==> src/rtl/fb_pkg.sv <==
// Shared types and defaults for the framebuffer writer: FSM states, the
// queued pixel position, and a saturating 16-bit counter increment.
package fb_pkg;

    localparam int unsigned H_RES_DEF = 320;
    localparam int unsigned V_RES_DEF = 180;
    localparam int unsigned HCOUNT_W  = 11;
    localparam int unsigned VCOUNT_W  = 10;

    typedef enum logic [1:0] {
        IDLE,
        DRAIN,
        CLEAR
    } writer_state_t;

    // Colour travels alongside this struct so COLOR_W stays a top-level parameter.
    typedef struct packed {
        logic [HCOUNT_W-1:0] h;
        logic [VCOUNT_W-1:0] v;
    } pixel_t;

    function automatic logic [15:0] sat_inc16(input logic [15:0] cnt);
        return (cnt == 16'hFFFF) ? cnt : cnt + 16'd1;
    endfunction

endpackage

==> src/rtl/sync_fifo.sv <==
// Single-clock first-word-fall-through FIFO with synchronous flush.
// A push coinciding with a flush lands in the freshly emptied FIFO.
module sync_fifo #(
    parameter int unsigned WIDTH = 8,
    parameter int unsigned DEPTH = 16
) (
    input  logic             clk_i,
    input  logic             rst_ni,
    input  logic             push_i,
    input  logic             pop_i,
    input  logic             flush_i,
    input  logic [WIDTH-1:0] din_i,
    output logic [WIDTH-1:0] dout_o,
    output logic             full_o,
    output logic             empty_o
);

    localparam int unsigned PTR_W = $clog2(DEPTH);
    localparam logic [PTR_W:0] FULL_CNT = (PTR_W+1)'(DEPTH);

    logic [WIDTH-1:0] mem_q [DEPTH];
    logic [PTR_W-1:0] rd_q, wr_q;
    logic [PTR_W:0]   cnt_q;
    logic             do_push, do_pop;
    logic [PTR_W-1:0] wr_idx;

    assign full_o  = (cnt_q == FULL_CNT);
    assign empty_o = (cnt_q == '0);
    assign dout_o  = mem_q[rd_q];

    assign do_push = push_i & (flush_i | ~full_o | pop_i);
    assign do_pop  = pop_i & ~empty_o & ~flush_i;
    assign wr_idx  = flush_i ? '0 : wr_q;

    always_ff @(posedge clk_i) begin
        if (do_push) mem_q[wr_idx] <= din_i;
    end

    always_ff @(posedge clk_i or negedge rst_ni) begin
        if (!rst_ni) begin
            rd_q  <= '0;
            wr_q  <= '0;
            cnt_q <= '0;
        end else if (flush_i) begin
            rd_q  <= '0;
            wr_q  <= do_push ? PTR_W'(1) : '0;
            cnt_q <= do_push ? (PTR_W+1)'(1) : '0;
        end else begin
            if (do_push) wr_q <= wr_q + PTR_W'(1);
            if (do_pop)  rd_q <= rd_q + PTR_W'(1);
            unique case ({do_push, do_pop})
                2'b10:   cnt_q <= cnt_q + (PTR_W+1)'(1);
                2'b01:   cnt_q <= cnt_q - (PTR_W+1)'(1);
                default: cnt_q <= cnt_q;
            endcase
        end
    end

endmodule

==> src/rtl/framebuffer_writer.sv <==
// Writes the painter's pixel stream into framebuffer BRAM: clips off-frame
// pixels, buffers bursts, and runs a full-frame clear sweep on request.
module framebuffer_writer
    import fb_pkg::*;
#(
    parameter int unsigned H_RES      = H_RES_DEF,
    parameter int unsigned V_RES      = V_RES_DEF,
    parameter int unsigned COLOR_W    = 16,
    parameter int unsigned FIFO_DEPTH = 16,
    parameter int unsigned ADDR_W     = 16
) (
    input  logic               clk_in,
    input  logic               rst_in,
    input  logic [10:0]        hcount_in,
    input  logic [9:0]         vcount_in,
    input  logic               data_valid_in,
    input  logic [COLOR_W-1:0] color_in,
    input  logic               clear_in,
    input  logic [COLOR_W-1:0] clear_color_in,
    output logic [ADDR_W-1:0]  fb_addr_out,
    output logic [COLOR_W-1:0] fb_data_out,
    output logic               fb_we_out,
    output logic               busy_out,
    output logic [15:0]        drop_count_out,
    output logic [15:0]        clip_count_out
);

    localparam int unsigned    FIFO_W     = $bits(pixel_t) + COLOR_W;
    localparam logic [ADDR_W-1:0] SWEEP_LAST = ADDR_W'(H_RES * V_RES - 1);

    writer_state_t      state_q;
    logic [ADDR_W-1:0]  sweep_q;
    logic [COLOR_W-1:0] clear_color_q;
    logic               s1_valid_q;
    logic [ADDR_W-1:0]  s1_addr_q, s1_addr_d;
    logic [COLOR_W-1:0] s1_color_q;
    logic [ADDR_W-1:0]  fb_addr_q;
    logic [COLOR_W-1:0] fb_data_q;
    logic               fb_we_q;
    logic [15:0]        drop_q, clip_q;

    logic               in_frame, pix_ok, clear_go, pop, push, drop;
    logic               fifo_full, fifo_empty;
    logic [FIFO_W-1:0]  fifo_din, fifo_dout;
    pixel_t             in_pix, head_pix;
    logic [COLOR_W-1:0] head_color;

    assign in_frame = (32'(hcount_in) < H_RES) && (32'(vcount_in) < V_RES);
    assign pix_ok   = data_valid_in & in_frame;
    assign clear_go = clear_in & (state_q != CLEAR);
    assign pop      = (state_q != CLEAR) & ~fifo_empty & ~clear_go;
    // When full, only a same-edge pop frees a slot; a flush empties it outright.
    assign push     = pix_ok & (clear_go | ~fifo_full | pop);
    assign drop     = pix_ok & ~push;

    assign in_pix.h = hcount_in;
    assign in_pix.v = vcount_in;
    assign fifo_din = {in_pix, color_in};
    assign {head_pix, head_color} = fifo_dout;

    assign s1_addr_d = ADDR_W'(head_pix.v) * ADDR_W'(H_RES) + ADDR_W'(head_pix.h);

    sync_fifo #(
        .WIDTH (FIFO_W),
        .DEPTH (FIFO_DEPTH)
    ) u_fifo (
        .clk_i   (clk_in),
        .rst_ni  (rst_in),
        .push_i  (push),
        .pop_i   (pop),
        .flush_i (clear_go),
        .din_i   (fifo_din),
        .dout_o  (fifo_dout),
        .full_o  (fifo_full),
        .empty_o (fifo_empty)
    );

    always_ff @(posedge clk_in or negedge rst_in) begin
        if (!rst_in) begin
            state_q       <= IDLE;
            sweep_q       <= '0;
            clear_color_q <= '0;
            s1_valid_q    <= 1'b0;
            s1_addr_q     <= '0;
            s1_color_q    <= '0;
            fb_addr_q     <= '0;
            fb_data_q     <= '0;
            fb_we_q       <= 1'b0;
            drop_q        <= '0;
            clip_q        <= '0;
        end else begin
            if (data_valid_in && !in_frame) clip_q <= sat_inc16(clip_q);
            if (drop)                       drop_q <= sat_inc16(drop_q);

            s1_valid_q <= pop;
            s1_addr_q  <= s1_addr_d;
            s1_color_q <= head_color;

            unique case (state_q)
                IDLE, DRAIN: begin
                    fb_we_q   <= s1_valid_q & ~clear_go;
                    fb_addr_q <= s1_addr_q;
                    fb_data_q <= s1_color_q;
                    if (clear_go) begin
                        state_q       <= CLEAR;
                        sweep_q       <= '0;
                        clear_color_q <= clear_color_in;
                    end else if (fifo_empty) begin
                        state_q <= IDLE;
                    end else begin
                        state_q <= DRAIN;
                    end
                end
                CLEAR: begin
                    fb_we_q   <= 1'b1;
                    fb_addr_q <= sweep_q;
                    fb_data_q <= clear_color_q;
                    sweep_q   <= sweep_q + ADDR_W'(1);
                    if (sweep_q == SWEEP_LAST) state_q <= fifo_empty ? IDLE : DRAIN;
                end
                default: state_q <= IDLE;
            endcase
        end
    end

    assign fb_addr_out    = fb_addr_q;
    assign fb_data_out    = fb_data_q;
    assign fb_we_out      = fb_we_q;
    assign busy_out       = (state_q != IDLE) | ~fifo_empty | s1_valid_q;
    assign drop_count_out = drop_q;
    assign clip_count_out = clip_q;

endmodule

==> config.mk <==
export PLATFORM = sky130hd
export DESIGN_NAME = framebuffer_writer
export DESIGN_NICKNAME = d
export VERILOG_FILES = /design/src/rtl/fb_pkg.sv /design/src/rtl/sync_fifo.sv /design/src/rtl/framebuffer_writer.sv
export SDC_FILE = /design/constraint.sdc
export NUM_CORES = 1
export LEC_CHECK = 0
export ABC_CLOCK_PERIOD_IN_PS = 12550
export CAP_MARGIN = 20
export CORE_ASPECT_RATIO = 0.7
export CORE_MARGIN = 3
export CORE_UTILIZATION = 63
export DETAILED_ROUTE_END_ITERATION = 7
export PLACE_DENSITY = 0.81
export SKIP_CTS_REPAIR_TIMING = 1
export SLEW_MARGIN = 20
export SYNTH_ARGS = -nofsm -noshare
export SYNTH_HDL_FRONTEND = slang
export SYNTH_HIERARCHICAL = 1
export SYNTH_SLANG_ARGS = --single-unit
==> constraint.sdc <==
create_clock -name clk_in -period 12.55 [get_ports clk_in]
set_input_delay 3.1375 -clock clk_in [delete_from_list [all_inputs] [get_ports clk_in]]
set_output_delay 3.1375 -clock clk_in [all_outputs]
set_load 0.01 [all_outputs]
==> results of run 1 <==
final cells by class:
| cell class | count | area [sq um] | share of cell area, % |
|---|---|---|---|
| well taps | 603 | 754 | 2.25 |
| inverters | 15 | 56.3 | 0.168 |
| flip-flops and latches | 737 | 21400 | 63.9 |
| repair buffers | 159 | 1500 | 4.49 |
| diodes | 2 | 5.00 | 0.0149 |
| multi-input cells | 921 | 7680 | 22.9 |
| clock inverters | 34 | 220 | 0.657 |
| clock buffers | 89 | 1880 | 5.60 |
final timing paths:
check	cells after the start	start	end
setup / recovery	13	vcount_in[2]	u_fifo/cnt_q[4]
hold / removal	2	clear_color_q[5]	clear_color_q[5]
setup reg to reg	15	u_fifo/rd_q[0]	s1_addr_q[14]
hold reg to reg	2	clear_color_q[5]	clear_color_q[5]
max in group asynchronous	2	rst_in	u_fifo/rd_q[0]
min in group asynchronous	1	rst_in	s1_color_q[7]
logic make-up (layout without fill, tap and decap cells):
group	count (synthesis)	after routing	synth area share, %
xor+xnor	51	51	1.52
buf+inv	100	297	1.37
compound gates	294	294	6.18
flops	737	737	72.9
fa+ha+maj	29	29	1.31
other cells	0	2	0
mux	258	258	12.1
simple gates	289	289	4.65
where the power goes:
group / leakage (nW) / total [mW] / switching (mW) / internal, mW
Combinational: 3.08 / 1.42 / 0.766 / 0.658
Clock: 1.03 / 1.96 / 0.865 / 1.10
Sequential: 7.14 / 2.92 / 0.129 / 2.79
Total: 11.2 / 6.31 / 1.76 / 4.55
worst reg2reg max path, stage by stage (launching register included):
cell       delay, ns
dfrtp_4         0.83
buf_4           0.66
buf_4           0.78
mux2_2          0.46
o21ai_0         0.21
a21oi_1         0.08
a22oi_1         0.19
nand2_1         0.15
ha_1            0.32
ha_1            0.26
fa_1            0.43
a21o_1          0.20
a21oi_1         0.21
xnor2_1         0.29
o2111ai_1       0.23
xnor2_1         0.43
synth_stat cells, types with 4 or more instances:
library cell  instances
edfxtp_1            592
nor2_1               62
nor2b_1               7
a221oi_1             37
dfrtp_1             145
clkbuf_1             55
o31ai_1               4
buf_2                16
mux2i_1             146
a22oi_1              37
buf_1                12
mux4_2               74
mux2_2               38
nor4_1                9
nand2b_1              5
o21a_1                5
o21ai_0              96
xnor2_1              32
and2_1                6
and3_1               14
nand4_1              15
a21o_1                4
xor2_1               19
nor3_1               13
ha_1                 26
nand2_1             122
a21oi_1              85
inv_1                15
nand3_1              19
o211ai_1              6
routing by layer:
metal,GRT usage (%),vias to the layer above,share of wire [%]
li1,-,7149,-
met1,40.3,8512,40
met2,42.9,861,48
met3,5.34,161,9.5
met4,8.79,0,3.0
met5,0,-,0
stage by stage:
| stage | cells | util [%] | setup WS, ns | hold WS, ns |
|---|---|---|---|---|
| CTS | 2558 | 73.6 | 5.76 | 0.483 |
| finish | 2560 | 73.6 | 5.77 | 0.481 |
| global placement | 2435 | 69.0 | 5.35 | 0.460 |
| global route | 2560 | 73.6 | 5.49 | 0.506 |
| floorplan | 1758 | - | 3.78 | 0.445 |
| detailed placement | 2435 | 69.0 | 5.18 | 0.469 |
registers in the layout, summed over array words and instances, names as in the netlist, 5 cells and up:
| name | flops |
|---|---|
| clear_color_q | 16 |
| clip_count_out | 16 |
| drop_count_out | 16 |
| fb_addr_out | 16 |
| fb_data_out | 16 |
| s1_addr_q | 16 |
| s1_color_q | 16 |
| sweep_q | 16 |
| u_fifo/cnt_q | 5 |
| u_fifo/mem_q | 592 |
==> results.yml, run 1 <==
status:
  status: "completed"
yosys:
  synthTopCellsByArea: "edfxtp_1 (61%), dfrtp_1 (12%), mux4_2 (5.7%)"
  async_flop_share_pct: 19.7
  ys_ff_latch: 737
  synth_ff_type: "edfxtp_1"
  synth_cell_types: 57
  synth_top_cell_by_area: "edfxtp_1"
  synth_edf_count: 592
  synth_nets: 1844
  syn_area_sq_um: 29400
  synth_top_area_share_pct: 60.5
  synth_cells: 1758
  synth_seq_area_share_pct: 72.9
  yosysWarningCount: 6
  postSynthAreaPerCell_sq_um: 16.7
run:
  cap_viol_max_count: 0
route:
  drt_iter0_markers: 1952
  finalWirelength_mm: 67.3
  num_vias: 16700
  ant_nets: 0
  post_drt_wl_per_cell_um: 26.3
  drtPass1Iterations: 5
  drcViolationCount: 0
  avgViaCountPerCell: 6.52
timing:
  rsz0062_at_grt: "false"
  max_freq_mhz: 147
  min_period_ns: 6.78
  drv_slew: 0
  setup_viol: 0
  worst_slew_pin_slew_ns: 1.04
  period_share_pct: 54.0
  tns_ns: 0
  skew_ns: 0.0169
  hold_viol: 0
  relSlewSlack_pct: 30.5
cells_and_area:
  layout_common_cells: "edfxtp_1 (592), mux2i_1 (146), dfrtp_1 (140)"
  layout.nets: 1988
  final_layout_size_suffix_gt1_share_pct: 14.1
  final_common_cell: "edfxtp_1"
  finalInstanceArea_sq_um: 33500
  area.growth.synth_to_final_pct: 14.1
  nFillCells: 2630
placement:
  io_buffers: 122
  routabilityCongestion: 0.838
  place_area_sq_um: 31400
  dp_hpwl_mm: 38.2
setup_path:
  max_stage_delay_ns: 0.71
  rrSetupSlack_ns: 6.66
  critPathArrivalTime_ns: 7.21
  critPathKind: "input pin to flip-flop"
  crit_slowest_cell: "clkdlybuf4s50_1"
  cp_max_fo: 17
  cp.required_ns: 12.98
  end_kind: "flip-flop"
  crit_top_cell: "o211a_1"
  worstSetupStartpointType: "input pin"
  worstPathCellList: "clkdlybuf4s50_1 -> o211a_1 -> o21ai_1 -> and4_1 -> o41a_1 -> or3_1 -> inv_1 -> ha_1 -> nor2b_1 -> o21a_1 -> o211a_1 -> nor3_1 -> nor3b_2"
  crit_buf_inv: 2
  critical_path.top_delay_family: "compound AO/OA/AOI/OAI gates"
die:
  die_height_um: 187
  ios: 123
  die_width_um: 264
  num_rows: 65
  die-area_sq_um: 49300
  start_util_pct: 64.5
  coreArea_sq_um: 45500
cts:
  cts-htree-levels: 3
  clkSlewWorstSetupHoldPaths_ns: 0.06
  clockBufferDepth: 3
  cts_inserted_buffers: 68
  clkLatencyLatePin_ns: 0.59
  cts_tree: "done"
  clockRootBuffer: "clkbuf_16"
  clock-sinks: 737
power_and_ir_drop:
  p_leak_nw: 11.2
  total_power_mw: 6.31
  peakVddDrop_uv: 123
  power_density_nw_per_um2: 188
grt:
  antenna_found_initial: 4
  grt_pass1_vias: 16900
  grt_pass1_wl_mm: 103
  grt.total_usage_pct: 27.6
  grt_max_degree: 81
  grt_overflow: 0
worst_hold_path:
  hold_path_class: "flip-flop to flip-flop"
No activity file was read; power rests on OpenSTA's default activity.
==> run 2, diff against run 1 <==
--- a/config.mk
+++ b/config.mk
@@ -5,13 +5,13 @@
 export SDC_FILE = /design/constraint.sdc
 export NUM_CORES = 1
 export LEC_CHECK = 0
-export ABC_CLOCK_PERIOD_IN_PS = 12550
+export ABC_CLOCK_PERIOD_IN_PS = 5640
 export CAP_MARGIN = 20
 export CORE_ASPECT_RATIO = 0.7
 export CORE_MARGIN = 3
-export CORE_UTILIZATION = 63
+export CORE_UTILIZATION = 55
 export DETAILED_ROUTE_END_ITERATION = 7
-export PLACE_DENSITY = 0.81
+export PLACE_DENSITY = 0.75
 export SKIP_CTS_REPAIR_TIMING = 1
 export SLEW_MARGIN = 20
 export SYNTH_ARGS = -nofsm -noshare
==> constraint.sdc (replaced) <==
create_clock -name clk_in -period 5.64 [get_ports clk_in]
set_input_delay 1.41 -clock clk_in [delete_from_list [all_inputs] [get_ports clk_in]]
set_output_delay 1.41 -clock clk_in [all_outputs]
set_load 0.01 [all_outputs]
==> run 2 against run 1 <==
Against the previous run: clock power rose by 140%; critical path depth shrank 9; hold slack worse by 0.0031 ns; highest routed layer unchanged; worst setup slack got worse by 4.8 ns; largest power group unchanged; first-iteration DRC count shrank 6.1%; utilization is 8.8 points lower; cell count increased by 3.8%; sequential share of layout area fell by 0.99 points; combinational power rose by 120%; register-to-register slack got worse by 5.5 ns; via count is 0.23% lower; die area is 14% higher.
==> results.yml, run 2 (same netlist as run 1, synthesis figures left out) <==
status:
  status: "completed"
route:
  drcViolationCount: 0
  avgViaCountPerCell: 6.27
  finalWirelength_mm: 68.3
  drtPass1Iterations: 6
  post_drt_wl_per_cell_um: 25.7
  drt_iter0_markers: 1832
  num_vias: 16600
  ant_nets: 0
cells_and_area:
  finalInstanceArea_sq_um: 34000
  final_common_cell: "edfxtp_1"
  final_cells: 2656
  largest_register: "u_fifo/mem_q"
  seq_area_sq_um: 21400
  final_layout_size_suffix_gt1_share_pct: 15.0
  antenna_cells: 0
  layout.nets: 2005
  nFillCells: 3565
  layout_common_cells: "edfxtp_1 (592), mux2i_1 (146), dfrtp_1 (140)"
  area.growth.synth_to_final_pct: 15.9
  largest_register_ffs: 592
  multi_input_area_sq_um: 7710
cts:
  clockBufferDepth: 3
  cts_inserted_buffers: 67
  clkSlewWorstSetupHoldPaths_ns: 0.07
  clkLatencyLatePin_ns: 0.60
  clock-sinks: 737
  cts_tree: "done"
  clockRootBuffer: "clkbuf_16"
  cts-htree-levels: 3
setup_path:
  worstSetupStartpointType: "flip-flop"
  end_kind: "output port"
  rrSetupSlack_ns: 1.14
  critPathKind: "flip-flop to output port"
  rr_startpoint: "u_fifo/rd_q[1]"
  crit_buf_inv: 1
  cp.required_ns: 4.23
  worstPathCellList: "or4_1 -> nor2_1 -> or4b_2 -> clkdlybuf4s50_1"
  timing.rr.end: "s1_addr_q[14]"
  crit_slowest_cell: "or4_1"
  critical_path.top_delay_family: "simple AND/OR/NAND/NOR gates"
  cp_max_fo: 6
  r2r_cells: 12
  critPathArrivalTime_ns: 3.21
  max_stage_delay_ns: 0.67
timing:
  skew_ns: 0.0179
  min_period_ns: 4.62
  period_share_pct: 82.0
  setup_viol: 0
  relSlewSlack_pct: 28.7
  worst_slew_pin_slew_ns: 1.07
  hold_viol: 0
  tns_ns: 0
  rsz0062_at_grt: "false"
  drv_slew: 0
  fin_ws_ns: 1.02
  max_freq_mhz: 216
placement:
  post-place-ws_ns: 0.580
  dp_hpwl_mm: 40.5
  place_inst: 2534
  io_buffers: 122
  routabilityCongestion: 0.820
  place_area_sq_um: 31800
worst_hold_path:
  min_from: "clear_color_q[12]"
  hold_path_class: "flip-flop to flip-flop"
  holdPathStages: 2
  holdPathEnd: "clear_color_q[12]"
power_and_ir_drop:
  peakVddDrop_uv: 378
  p_leak_nw: 11.4
  power_density_nw_per_um2: 420
die:
  ios: 123
  start_util_pct: 55.9
  num_rows: 70
  coreArea_sq_um: 52600
  die_height_um: 199
  die_width_um: 282
  die-area_sq_um: 56300
grt:
  grt_overflow: 0
  antenna_found_initial: 0
  grt_pass1_wl_mm: 103
  grt.total_usage_pct: 24.7
  grt_max_degree: 128
  grt_pass1_vias: 16600
run:
  cap_viol_max_count: 0
-- run 2: worst max path at each step --
stage / cells after the start / endpoint / from / slack, ns
2_1_floorplan: 7 / u_fifo/mem_q[10][0] / hcount_in[10] / -1.04
3_3_place_gp: 13 / u_fifo/cnt_q[4] / vcount_in[4] / 0.73
3_5_place_dp: 13 / u_fifo/cnt_q[4] / vcount_in[4] / 0.58
4_1_cts: 4 / busy_out / u_fifo/cnt_q[0] / 1.00
5_1_grt: 13 / u_fifo/cnt_q[4] / vcount_in[4] / 0.88
6_report: 4 / busy_out / u_fifo/cnt_q[0] / 1.02
-- run 2: final cells by class --
class / count / share of cell area [%]
sequential: 737 / 62.9
inverter: 15 / 0.165
tap: 684 / 2.51
multi-input combinational: 921 / 22.7
clock inverter: 40 / 1.33
clock buffer: 82 / 5.18
timing repair buffer: 177 / 5.24
-- run 2: worst register-to-register path, stage by stage (launching register included) --
cell,delay [ns]
dfrtp_4,0.78
and2_2,0.68
a221oi_1,0.26
a22oi_1,0.25
nand2_1,0.24
ha_1,0.37
ha_1,0.25
fa_1,0.41
a21o_1,0.20
a21oi_1,0.26
xnor2_1,0.23
o2111ai_1,0.18
xnor2_1,0.30
-- run 2: layer usage --
layer / global-route usage [%] / vias up / wire length [um]
li1: - / 7201 / -
met1: 37.3 / 8487 / 29500
met2: 36.4 / 829 / 30200
met3: 5.91 / 128 / 7140
met4: 6.56 / 0 / 1540
met5: 0 / - / 0
-- run 2: through the flow --
step	hold slack [ns]	utilization [%]	power, mW
floorplan	0.445	-	8.64
global placement	0.458	60.6	9.69
detailed placement	0.465	60.6	9.76
CTS	0.479	64.8	14.4
global route	0.507	64.8	14.9
finish	0.478	64.8	14.3
-- run 2: report_power, final --
| part | total [mW] | internal (mW) | switching, mW |
|---|---|---|---|
| clock | 4.61 | 2.66 | 1.95 |
| combinational | 3.08 | 1.48 | 1.60 |
| sequential | 6.61 | 6.21 | 0.398 |
| total | 14.3 | 10.3 | 3.95 |
